===== src/rtl/reg_scoreboard.sv =====
// reg_scoreboard -- register write-pending scoreboard for an in-order pipeline.
//
// Each architectural register 1..31 has a small countdown of the cycles left
// until its pending result reaches the forwarding network. While a source
// register of the instruction in ID is still counting, ID is stalled.
//
// Parameters
//   READ_PORTS : number of source-register read ports checked per cycle
//   LAT_W      : width of each per-register latency counter
//
// Ports
//   clk              in   sole clock, rising edge
//   rst              in   asynchronous active-high reset
//   hold_i           in   downstream freeze; counters hold their value
//   flush_i          in   discard every pending write
//   issue_valid_i    in   instruction in ID requests issue
//   issue_waddr_i    in   destination register of the issuing instruction
//   issue_lat_i      in   cycles until its result is forwardable (0 = untracked)
//   raddr_i          in   source registers of the instruction in ID
//   stall_o          out  ID must hold
//   issue_fire_o     out  issue accepted this cycle
//   busy_o           out  per-register pending-write flags (bit 0 always 0)
//   perf_stall_cnt_o out  count of stalled issue attempts
//
// Build option
//   REG_SCOREBOARD_STATS_EN : when defined, perf_stall_cnt_o is a wrapping
//   32-bit counter of edges with stall_o and issue_valid_i both high;
//   otherwise it is tied to 0 and no counter is built.

module reg_scoreboard #(
  parameter int unsigned READ_PORTS = 2,
  parameter int unsigned LAT_W      = 4
) (
  input  logic                       clk,
  input  logic                       rst,
  input  logic                       hold_i,
  input  logic                       flush_i,
  input  logic                       issue_valid_i,
  input  logic [4:0]                 issue_waddr_i,
  input  logic [LAT_W-1:0]           issue_lat_i,
  input  logic [READ_PORTS-1:0][4:0] raddr_i,
  output logic                       stall_o,
  output logic                       issue_fire_o,
  output logic [31:0]                busy_o,
  output logic [31:0]                perf_stall_cnt_o
);

  // Register 0 is hardwired, so it owns no counter.
  logic [LAT_W-1:0] r_cnt [1:31];

  logic [31:0] w_busy;
  logic        w_stall;
  logic        w_fire;
  logic        w_load;

  always_comb begin
    w_busy = '0;
    for (int unsigned r = 1; r < 32; r++) begin
      w_busy[r] = (r_cnt[r] != '0);
    end
  end

  // Stall uses the pre-edge counters only: an instruction issuing this cycle
  // never bypasses into its own reader check.
  always_comb begin
    w_stall = 1'b0;
    for (int unsigned i = 0; i < READ_PORTS; i++) begin
      if ((raddr_i[i] != 5'd0) && w_busy[raddr_i[i]]) begin
        w_stall = 1'b1;
      end
    end
  end

  // rst gates fire so the reset state reads 0 even with issue_valid_i high.
  assign w_fire = issue_valid_i & ~w_stall & ~hold_i & ~flush_i & ~rst;

  // Issues to r0 or with zero latency leave the scoreboard untouched.
  assign w_load = w_fire && (issue_waddr_i != 5'd0) && (issue_lat_i != '0);

  always_ff @(posedge clk or posedge rst) begin
    if (rst) begin
      for (int unsigned r = 1; r < 32; r++) begin
        r_cnt[r] <= '0;
      end
    end else if (flush_i) begin
      for (int unsigned r = 1; r < 32; r++) begin
        r_cnt[r] <= '0;
      end
    end else if (!hold_i) begin
      for (int unsigned r = 1; r < 32; r++) begin
        // A new write replaces the old countdown outright (WAW: later wins).
        if (w_load && (issue_waddr_i == 5'(r))) begin
          r_cnt[r] <= issue_lat_i;
        end else if (r_cnt[r] != '0) begin
          r_cnt[r] <= r_cnt[r] - LAT_W'(1);
        end
      end
    end
  end

  assign stall_o      = w_stall;
  assign issue_fire_o = w_fire;
  assign busy_o       = w_busy;

`ifdef REG_SCOREBOARD_STATS_EN
  logic [31:0] r_perf;

  always_ff @(posedge clk or posedge rst) begin
    if (rst) begin
      r_perf <= '0;
    end else if (w_stall && issue_valid_i) begin
      r_perf <= r_perf + 32'd1;
    end
  end

  assign perf_stall_cnt_o = r_perf;
`else
  assign perf_stall_cnt_o = '0;
`endif

endmodule


===== config.mk =====
export PLATFORM = sky130hd
export DESIGN_NAME = reg_scoreboard
export DESIGN_NICKNAME = d
export VERILOG_FILES = /design/src/rtl/reg_scoreboard.sv
export SDC_FILE = /design/constraint.sdc
export NUM_CORES = 1
export LEC_CHECK = 0
export ABC_AREA = 1
export BUFFER_PORTS_ARGS = -buffer_cell sky130_fd_sc_hd__clkbuf_2
export CORE_UTILIZATION = 35
export DETAILED_ROUTE_END_ITERATION = 10
export GPL_ROUTABILITY_DRIVEN = 0
export SLEW_MARGIN = 40
export SYNTH_ARGS = -nofsm -noshare
export SYNTH_HDL_FRONTEND = slang
export SYNTH_SLANG_ARGS = --single-unit

===== constraint.sdc =====
create_clock -name clk -period 11.32 [get_ports clk]
set_input_delay 1.698 -clock clk [delete_from_list [all_inputs] [get_ports clk]]
set_output_delay 1.698 -clock clk [all_outputs]
set_load 0.005 [all_outputs]

-- Yosys cells after proc, flatten, opt, wreduce, memory -nomap -nowiden
Cells that the tools add are included.
- shift operators: 0
- $add $sub $neg: 31
- equal/unequal tests: 32
- reductions and logical operators: 132
- magnitude comparators: 2
- divide/modulo/power cells: 0
- mux-type cells: 70
- multipliers: 0
- bitwise operators: 8
- operator list (kind ; number):
    $mux 124 ; 2
    $mux 4 ; 62
    $reduce_bool 4->1 ; 32
    $sub 4x1->4 const B ; 31
    $reduce_bool 3->1 ; 31
    $eq 5x5->1 const B ; 16
    $reduce_and 2->1 ; 31
    $eq 5x4->1 const B ; 8
    $logic_and 1x1->1 ; 35
    $eq 5x3->1 const B ; 4
    $reduce_bool 5->1 ; 3
    $lt 5x6->1 const B ; 2
    $bmux 1 s5 ; 2
    $eq 5x2->1 const B ; 2
    $eq 5x1->1 const B ; 1
    $and 1x1->1 ; 4
    $mux 1 ; 4
    $not 1->1 ; 4
    $ne 2x1->1 const B ; 1
- output and inout bits: 66
- memories kept: 0
- bits in registers: 124
- word-level logic and storage cells: 306
- latch bits: 0
- input port bits: 24
- memory bits (writable): 0
- ROM bits: 0

-- Longest topological paths before layout
Gate-level depths: netlist of run 1.
- word-level depth: 17
- depth in mapped cells: 20
- mapped depth without buffers: 18

-- Worst setup path before layout of run 1
OpenSTA, ideal clock, no wires.
- path kind: input to output
- start: input flush_i
- end: output issue_fire_o
- arrival time: 2883 ps
- stages on the path: 7
- buffers on the path: 2
- data required time: 9622 ps
- setup slack: 6739 ps
- path through: buf_2 nor2_2 clkinv_1 nor3_1 inv_1 nor2_4 buf_6
- cells in the longest elaborated chain, start to end: 3
- RTL lines (element ; RTL line ; text):
    from (decl) ; 37 ; input logic flush_i,
    $not 1->1 ; 75 ; assign w_fire = issue_valid_i & ~w_stall & ~hold_i & ~flush_i & ~rst;
    $and 1x1->1 (2 in a row) ; 75 ;
    to (decl) ; 43 ; output logic issue_fire_o,
No other way between the ends.

-- Final worst setup path of run 1
Ends and elaborated chain as after synthesis.

==> results of run 1 <==
-- stage by stage --
step	cell area, sq um	hold slack, ns	util [%]
floorplan	10300	0.449	-
global placement	10600	0.473	37.7
detailed placement	10600	0.479	37.8
CTS	11300	0.491	40.0
global route	11300	0.530	40.0
finish	11300	0.491	40.0
-- report_power, final --
group | internal (uW) | total, uW | switching [uW]
Sequential | 620 | 802 | 182
Clock | 379 | 594 | 215
Combinational | 606 | 1510 | 900
-- metal layers --
| layer | vias up | global-route usage (%) | share of wire, % |
|---|---|---|---|
| li1 | 4941 | - | - |
| met1 | 4451 | 28.1 | 46 |
| met2 | 275 | 33.1 | 45 |
| met3 | 59 | 4.42 | 6.3 |
| met4 | 0 | 8.54 | 3.1 |
| met5 | - | 0 | 0 |
-- cells by family after synthesis --
kind of cell	Yosys count	synth area share [%]
AND/OR/NAND/NOR	952	39.1
buffers and inverters	241	10.8
AO/OA/AOI/OAI	128	6.40
flip-flops	124	30.6
XOR/XNOR	62	5.35
adder cells (fa/ha/maj)	62	7.65
other	1	0.0370
-- cell usage after synthesis, drive strengths merged, types with 8 or more instances --
cell and instances:
a21oi 8, clkbuf 19, xor2 21, inv 167, o21ai 119, nor3 41, nor2 148, nand3 129
nand4 19, ha 62, xnor2 41, dfrtp 124, nand2 615, buf 54
-- cell type report --
cell class / instances / area (sq um) / area share [%]
inverter: 168 / 636 / 5.64
sequential: 124 / 3100 / 27.5
clock inverter: 11 / 166 / 1.48
clock buffer: 21 / 460 / 4.08
timing repair buffer: 65 / 372 / 3.29
tap: 378 / 473 / 4.19
multi-input combinational: 1237 / 6070 / 53.8
-- worst paths after layout --
| kind | to | startpoint |
|---|---|---|
| min in group asynchronous | r_cnt[102] | rst |
| min reg2reg | r_cnt[121] | r_cnt[121] |
| max in group asynchronous | r_cnt[79] | rst |
| min | r_cnt[121] | r_cnt[121] |
| max | issue_fire_o | flush_i |
| max reg2reg | r_cnt[105] | r_cnt[120] |
-- cells in the final DEF, fill, tap and decap left out --
| cell type | n |
|---|---|
| a21oi_1 | 6 |
| clkinv_2 | 3 |
| a31oi_1 | 1 |
| xnor2_1 | 41 |
| o21ai_0 | 98 |
| clkbuf_16 | 17 |
| clkbuf_2 | 56 |
| o21ai_1 | 21 |
| nor3_1 | 41 |
| nand2_1 | 600 |
| buf_16 | 1 |
| nand3_2 | 1 |
| clkinv_4 | 1 |
| nor2_2 | 2 |
| clkinv_1 | 2 |
| ha_1 | 62 |
| buf_6 | 1 |
| xor2_1 | 21 |
| inv_6 | 1 |
| bufinv_16 | 4 |
| nand4_1 | 19 |
| clkinvlp_4 | 3 |
| nand3_1 | 128 |
| a21oi_2 | 2 |
| inv_1 | 160 |
| nor2_1 | 140 |
| inv_2 | 5 |
| dfrtp_1 | 124 |
| clkbuf_8 | 2 |
| clkbuf_1 | 2 |
| nor2_4 | 6 |
| nand2_2 | 5 |
| conb_1 | 33 |
| buf_4 | 7 |
| nand2_4 | 10 |
-- critical path, stage by stage --
cell,delay (ns)
clkbuf_2,0.08
buf_4,0.27
nor2_4,0.14
buf_4,0.46
clkinv_1,0.46
nor3_1,0.55
inv_1,0.17
nor2_4,0.39
clkbuf_2,0.21
==> impl_summary.md, run 1 <==
Critical path
Setup slack on the worst reg-to-reg path comes out at 7.97 ns. The setup path with the least slack is of type in2out. The worst setup path is captured at an output pin. The required time of the critical path is 9.62 ns. STA classifies the critical path startpoint as an input pin.

Counting cells, the worst reg-to-reg path comes to 18. The data arrival time of the critical path is 4.46 ns. Of all nets on the critical path, the largest fanout is 39.

Clock tree
The library cell used as clock root buffer is clkbuf_16. Clock tree synthesis inserted a total of 17 buffers. Once the clock tree was built, the setup fixing pass inserted 0 buffers.

In this run the number of H-tree levels came out at 4. TritonCTS built the clock tree. Clock-pin slew was measured on the worst setup and hold paths at 0.05 ns. The number of hold buffers added after cts is 0.

For this design, the sink count on the clock tree is 124. For the worst-skew pair, the clock arrives at the later sink with an insertion delay of 0.43 ns. Gates resized during post-CTS repair numbered 0.

The largest buffer count on any clock path is 2.

Timing
The max-slew violation count was 0. The worst path in the final design needs a cycle of 6.16 ns, including I/O delays and setup. Static timing analysis puts the maximum clock frequency at 162 MHz. At the pin with the least slew margin, the transition time is 0.850 ns. Setup repair after global routing left no endpoint under its margin. In the finished design, the share of the clock period the worst path needs comes to 54.4%. Headroom to the max-slew limit came out at 43.1%. The number of setup violations in the final report is 0. The final setup skew is 0.0103 ns. The final worst slack is 5.16 ns. The setup TNS after final layout is 0 ns. The number of endpoints with negative hold slack in the final report is 0.

Finish
The ratio of cells with drive above 1 in the final layout is 7.81%. The net count of the finished layout is 1699. The register with the most flip-flops in the layout has 124 of them. The repair_antennas step left the layout with diodes totalling 0. Counting the fill cells in the layout gives 2970. In the final layout, the registers with the most flip-flops are r_cnt x124.

The final non-filler cell total is 2004. r_cnt holds more flip-flops than any other register. Relative to the synthesized area, the layout overhead comes to 11.2%.

Floorplan
The total die area is 29700 sq um. During I/O placement, the number of pins put on the boundary was 90. The floorplan step set the die height to 172 um. The initial utilization of the core area, before any placement, comes to 36.0%. In this run the horizontal extent of the chip is 172 um.

The area of the core is 28200 sq um. The floorplan has 61 rows.

Min path
The path class of the tightest hold or removal check is reg2reg. The number of cells on the worst hold path is 2.

Synthesis
In this run the cell area of the synthesized design comes to 10100 sq um. The average instance in the mapped netlist occupies 6.46 sq um. The number of cells produced by synthesis is 1570.

The synthesized design devotes to its leading area cell type 30.6% of total area. By area the synthesized netlist is led by dfrtp_1 (31%), nand2_1 (22%), ha_1 (7.6%). Counting flops with a built-in enable in the synthesized netlist gives 0. The sequential fraction of the synthesis area is 30.6%. Yosys printed 0 warnings. The cell accounting for the most synthesized area is dfrtp_1. The share of synthesized flip-flops with an asynchronous set or reset is 100%. The register bit count reported by yosys is 124. The dominant synthesized flop cell is dfrtp_1.

The distinct cell type count after synthesis is 29.

Place
Buffers placed on the I/O ports in this run total 56. The cell total after placement is 1972. The post-placement worst setup slack is 5.18 ns. The half-perimeter wire length of the detailed placement result is 21000 um.

Global routing
Summed over all layers, the global routing overflow is 0. The first global-routing pass estimated 47600 um of wire. Entering global routing, the biggest net connects 68 pins.

For this run, the total global-route usage over all layers was measured as 21.1%. The via count of the first global-routing pass is 8995. The number of antenna violations at the first check in global routing is 0.

Routing
The detail-routed net length per standard cell is 14.9 um. Using the TritonRoute via totals, the vias-per-cell ratio works out to 4.85. The detailed-route wire length is 29800 um. The first-pass iteration count of the detailed router is 5.

The post-route DRC violation count is 0. The number of design-rule violations left by the first detailed-router iteration is 706. The number of antenna-violating nets in the routed design is 0. The total via count in the routed design is 9726.

Run status
The run finished with clean final reports.

Run
The number of violations of the max-capacitance limit is 0.

Power
The post-layout total power is 2900 uW. IR analysis of the VDD net gives a maximum drop of 91.0 uV. The total power per unit cell area is 257 nW/um^2. The static leakage is 0.00606 uW.
(Power assumes the default switching activity.)
==> inputs of run 2 (changes only) <==
clock period = 5.4 ns   (was 11.32 ns; I/O delays follow)
==> run 2 against run 1 <==
  * Largest power group unchanged
  * First-iteration DRC count is 22% higher
  * Sequential cell count stayed put
  * Die area stayed put
  * Clock power is 100% higher
  * Register-to-register slack worse by 5.6 ns
  * Total power is 110% higher
  * Clock skew is 0.0020 ns lower
  * Cell count hardly changed
  * Global-route usage is 0.43 points higher
  * Highest routed layer is now met5
  * Combinational power is 110% higher
  * Sequential power is 110% higher
  * Count of clock-buffer cells in the layout is 2 lower
==> impl_summary.md, run 2 (synthesis results as in run 1) <==
Timing
The worst slew margin relative to its limit is 43.3%. Static timing analysis puts the maximum clock frequency at 264 MHz. For the pin with the worst max-slew slack, the measured transition is 0.849 ns. The smallest clock period supported by the final layout is computed as 3.79 ns. Setup repair after global routing left no endpoint under its margin.

The final worst slack is 1.61 ns. The setup TNS after final layout is 0 ns. The number of endpoints with negative hold slack in the final report is 0. In the finished design, the share of the clock period the worst path needs comes to 70.2%. The number of setup violations in the final report is 0. The max-slew violation count is 0.

The final setup skew is 0.00831 ns.

Power
Dividing total power by cell area gives a power density of 537 nW/um^2. The worst-case IR drop observed on VDD is 197 uV. Summed over all cells, the static leakage comes to 0.00605 uW. Power comes to 6050 uW.

The power dissipated by switching net loads is 2720 uW. The internal portion of the total power is 3320 uW. Registers are responsible for 27.7% of the overall power. The part of the total power dissipated in the clock network is 20.0%.

The switching share of total power is 45.0%. Per report_power, the combinational group accounts for 52.2% of the total.

Finish
The flip-flop and latch area is 3100 sq um. The largest registers in the layout are r_cnt x124. The number of fill cells is 2927. The largest register by flop count is r_cnt. Of the cells placed in the final design, the portion with a size suffix greater than 1 is 7.99%.

Leaving out fill and tap cells, the most frequent cell in the layout is nand2_1. The register with the most flip-flops in the layout has 124 of them. In the final layout, the multi-input gates occupy 6070 sq um.

In the layout the commonest cells are nand2_1 (600), inv_1 (160), nor2_1 (140). Relative to the synthesized area, the layout overhead comes to 11.0%. The final layout net count is 1701. 0 antenna diodes ended up in the layout.

Critical path
The origin of the critical flop-to-flop path is r_cnt[120]. The required time of the critical path is 5.76 ns. In this run the worst path has a maximum fanout of 20.

Data on the critical path arrives at its endpoint at 4.15 ns. The class of the most critical setup path is in2reg. The worst register-to-register path ends at r_cnt[60].

The internal reg-to-reg setup slack is 2.34 ns. The number of cells on the worst reg-to-reg path is 18. The sort of element at the start of the critical path is an input pin. The worst setup path is captured at a flip-flop.

Global routing
The number of antenna violations at the first check in global routing came to 1. The via count of the first global-routing pass was 9147. For this run the aggregate overflow at the end of global routing stands at 0. The first global-routing pass estimated 48800 um of wire. Entering global routing, the biggest net connects 55 pins. The overall global routing resource usage is 21.5%.

Run status
The flow ran to the end, and the final reports show no timing, DRC or antenna violations.

Floorplan
The area of the core is 28200 sq um. The number of standard-cell rows in the floorplan is 61. The die is 172 um tall.

Once the floorplan was initialized, standard cells occupied 36.0% of the core. In this run the horizontal extent of the chip is 172 um. The number of top-level pins is 90. The die covers 29700 sq um.

Clock tree
The H-tree depth reported by CTS is 4. The number of sinks driven by the clock tree is 124. TritonCTS created 17 clock buffers. The post-CTS setup buffer count is 0. The number of hold buffers added after CTS was 0. The clock transition at the registers of the reported paths is 0.06 ns. The post-CTS resize count is 0. The largest buffer count on any clock path is 2. For the worst-skew pair, the clock arrives at the later sink with an insertion delay of 0.42 ns. TritonCTS built the clock tree. CTS placed an instance of clkbuf_16 at the clock tree root.

Routing
After detailed routing, the met3 layer carries 2210 um of wire. The detailed router used layers up to and including met5. After the first detailed-routing iteration, the DRC count stood at 864. The final route contains 9798 vias. The number of antenna-violating nets in the routed design is 0. The length of routed wiring on met1 is 13500 um. In the detailed route, the total length drawn on met2 is 13800 um. After detailed routing, the number of vias per cell comes to 4.88. For this run, design rule violations remaining after detail routing come to 0.

The first-pass iteration count of the detailed router is 5. The detail-routed net length per standard cell is 15.1 um. The final layout contains routed wiring with a total length of 30200 um.

Min path
The worst hold path endpoint is r_cnt[121]. The worst hold path begins at r_cnt[121]. Counting instances, the worst hold path has a depth of 2.

The type of the most critical hold path is reg2reg.

Place
The half-perimeter wire length of the detailed placement result is 21400 um. Prior to clock tree synthesis, the placed netlist has a worst setup slack of 1.61 ns. The quantity of I/O buffers inserted on ports is 56.

Run
The tool flagged a number of max-cap violations equal to 0.
-- run 2: cell types whose count changed in the layout (fill, tap and decap cells not counted), sizes merged --
| cell | before | now |
|---|---|---|
| buf | 9 | 11 |
| bufinv | 4 | 3 |
| clkbuf | 77 | 75 |
| clkinv | 6 | 7 |
| clkinvlp | 3 | 4 |
| inv | 166 | 167 |
-- run 2: worst max-delay path by stage --
stage | start | endpoint | cells after the start
floorplan | rst | r_cnt[0] | 1
global placement | issue_lat_i[0] | r_cnt[93] | 10
detailed placement | issue_lat_i[0] | r_cnt[39] | 11
CTS | flush_i | issue_fire_o | 7
global route | issue_lat_i[0] | r_cnt[38] | 12
finish | issue_lat_i[0] | r_cnt[77] | 12
-- run 2: final cells by class --
type | count | share of cell area (%)
clock buffers | 19 | 4.02
clock inverters | 13 | 1.47
inverters | 168 | 5.62
multi-input cells | 1237 | 53.9
flip-flops and latches | 124 | 27.6
well taps | 378 | 4.20
repair buffers | 67 | 3.26
-- run 2: per-stage QoR --
step | std cells | utilization [%] | hold slack [ns] | instance area, sq um
after detailed placement | 1974 | 37.8 | 0.478 | 10600
after global placement | 1973 | 37.8 | 0.470 | 10600
after global routing | 2006 | 40.0 | 0.527 | 11300
after CTS | 2006 | 40.0 | 0.493 | 11300
final | 2006 | 40.0 | 0.495 | 11300
after floorplan | 1602 | - | 0.449 | 10300
-- run 2: layer usage --
metal / up-vias / global-route usage [%]
met5: - / 0
met4: 2 / 6.96
met3: 39 / 4.62
met2: 319 / 35.1
met1: 4490 / 28.1
li1: 4948 / -
-- run 2: power groups by stage --
stage | registers, uW | clock network (uW) | logic, uW
global placement | 1680 | 0 | 3120
detailed placement | 1680 | 0 | 3150
CTS | 1670 | 1240 | 3170
global route | 1730 | 1280 | 3690
floorplan | 1590 | 0 | 2370
finish | 1680 | 1210 | 3160
-- run 2: critical path, cell delays in order --
cell	delay (ns)
clkbuf_2	0.30
clkinv_1	0.76
nand4_1	0.33
nand2_1	0.13
inv_1	0.45
nand4_1	0.53
buf_6	0.33
nor2_1	0.21
nand2_1	0.08
o21ai_0	0.08
nand2_1	0.06
nand2_1	0.05
==> inputs of run 3 (changes only) <==
clock period = 3.6 ns   (was 5.4 ns; I/O delays follow)
==> run 3 against run 2 <==
  * Clock power grew 42%
  * Cell count grew 0.35%
  * Critical path type is now reg2out
  * Setup slack lost 1.2 ns
  * Critical path depth grew 1
==> impl_summary.md, run 3 (synthesis results as in run 1) <==
Power
Cell internal power was estimated by the tool at 4940 uW. Overall power consumption after layout is estimated at 9050 uW. Sequential cells burn 27.9% of the power. The static leakage is 0.00608 uW. Dividing total power by cell area gives a power density of 802 nW/um^2. The power share of the combinational group is 53.1%. The power dissipated by switching net loads is 4120 uW. Net switching is 45.5% of the power. VDD sags by at most 240 uV. The part of the total power dissipated in the clock network is 19.0%.

Finish
The register with the most flip-flops in the layout has 124 of them. The ratio of cells with drive above 1 in the final layout is 8.20%. The final layout net count is 1710. The commonest non-fill, non-tap cell in the layout is nand2_1. The growth of design area from synthesis to finish is 11.3%. Leaving out fill and tap cells, the most frequent cells in the layout are nand2_1 (600), inv_1 (162), nor2_1 (140). The largest registers in the layout are r_cnt x124. Ranked by flip-flop count, first place goes to r_cnt.

The repair_antennas step left the layout with diodes totalling 0.

Timing
The number of endpoints with negative hold slack in the final report is 0. Timing would allow up to 315 MHz. The worst pin sits at a relative slew slack of 46.2%. The time the worst path needs with I/O delays and setup is 3.18 ns.

Once routing completed, OpenROAD measured the worst setup slack at 0.424 ns. For the pin with the worst max-slew slack, the measured transition is 0.807 ns. The number of setup violations in the final report is 0. Across the routed clock network, the largest skew measured is 0.0113 ns. The setup TNS after final layout is 0 ns.

The max-slew violation count is 0. The final worst-path cycle share is 88.2%. Setup repair after global routing left no endpoint under its margin.

Global routing
The via count of the first global-routing pass is 9278. Summed over all layers, the global routing overflow is 0. Entering global routing, the biggest net connects 70 pins. For this run, the total global-route usage over all layers was measured as 21.8%. The number of antenna violations at the first check in global routing is 1. The first-pass GRT wire length is 49400 um.

Min path
The path class of the tightest hold or removal check is in2async.

Routing
The number of design-rule violations left by the first detailed-router iteration is 838. The via-per-instance ratio is 4.93. The total via count in the routed design is 9923. In this run the remaining antenna-violating nets after routing total 0.

Summed over all layers, the routed wires come to 30700 um. The post-route DRC violation count is 0. The first-pass iteration count of the detailed router is 5. After detailed routing, the average wire length per cell comes to 15.3 um.

Critical path
The class of the most critical setup path is reg2out. The critical path starts at r_cnt[76]. Of all nets on the critical path, the largest fanout is 14. The data arrival time of the critical path is 2.64 ns.

The kind of end point of the critical path is an output pin. The origin of the critical flop-to-flop path is r_cnt[76]. At the worst endpoint, the required time is 3.06 ns. STA classifies the critical path startpoint as a flip-flop.

Place
The half-perimeter wire length of the detailed placement result is 21900 um. Before CTS, the worst setup slack after placement is 0.584 ns. In this run the tool buffered the top-level ports with 56 buffer cells.

Run status
The flow ran to the end, and the final reports show no timing, DRC or antenna violations.

Clock tree
For the worst-skew pair, the clock arrives at the later sink with an insertion delay of 0.43 ns. In this run the clock root is driven by a clkbuf_16. The CTS buffer count is 17. The largest buffer count on any clock path is 2. In this run the post-CTS setup repair buffer count came out at 0. The number of hold buffers added after cts is 0. TritonCTS built the clock tree. For this design, the sink count on the clock tree is 124. Clock-pin slew was measured on the worst setup and hold paths at 0.06 ns. Post-CTS repair changed the size of 0 cells. The H-tree depth reported by CTS is 4.

Floorplan
Measured along the y axis, the die boundary spans 172 um. The floorplan step defined a core boundary enclosing 28200 sq um. The die covers 29700 sq um. The number of top-level pins is 90. The floorplan has 61 rows. The die is 172 um wide. The starting density of the core is 36.0%.

Run
Across the run, the number of max-cap violations was 0.
-- run 3: cell types whose count changed in the layout (fill, tap and decap cells not counted) --
cell        change
clkinvlp_4      -1
buf_4           +9
clkbuf_8        +1
inv_1           +2
bufinv_16       -1
clkinv_4        -2
inv_6           -2
inv_4           -1
clkinv_1        -2
clkinv_2        +1
buf_6           -1
buf_12          +1
clkbuf_1        +3
-- run 3: worst paths after layout --
kind                                endpoint  slack, ns  cells past startpoint
worst min register to register    r_cnt[121]       0.50                      2
worst max register to register    r_cnt[121]       0.78                     18
max in group asynchronous          r_cnt[57]       2.55                      3
worst min-delay path              r_cnt[101]       0.22                      2
min in group clk                   r_cnt[71]       0.47                      5
worst max-delay path            issue_fire_o       0.42                     13
-- run 3: worst max-delay path: stages (launching register included) --
cell and delay, ns:
dfrtp_1 0.41, inv_1 0.10, ha_1 0.19, nand2_1 0.19, o21ai_0 0.21, inv_1 0.05
nand2_1 0.07, nand3_1 0.08, nand2_1 0.07, nand2_1 0.05, nand2_2 0.08, nand2_1 0.11
nor2_4 0.38, clkbuf_2 0.21
-- run 3: stage by stage --
step	hold WS (ns)	util, %	instance area [sq um]	instances
6_report	0.219	40.1	11300	2013
5_1_grt	0.277	40.1	11300	2013
4_1_cts	0.239	40.1	11300	2013
3_5_place_dp	0.477	38.1	10700	1983
3_3_place_gp	0.471	38.1	10700	1983
2_1_floorplan	0.449	-	10300	1602
-- run 3: power groups by stage --
stage	Combinational [uW]	Sequential (uW)	Clock (uW)
global route	5550	2610	1810
detailed placement	4790	2510	0
finish	4810	2520	1720
CTS	4820	2510	1740
floorplan	3560	2390	0
global placement	4740	2530	0
-- run 3: final cells by class --
cell class / instances / area [sq um]
multi-input cells: 1237 / 6070
fillers: 3054 / 16900
repair buffers: 76 / 443
inverters: 168 / 634
flip-flops and latches: 124 / 3100
clock inverters: 7 / 90.1
clock buffers: 23 / 478
well taps: 378 / 473
-- run 3: routing by layer --
layer / vias up / wire length, um / track usage (%)
met5: - / 13 / 0
met4: 2 / 933 / 8.62
met3: 62 / 2030 / 3.80
met2: 332 / 13700 / 34.4
met1: 4560 / 14100 / 29.3
li1: 4967 / - / -
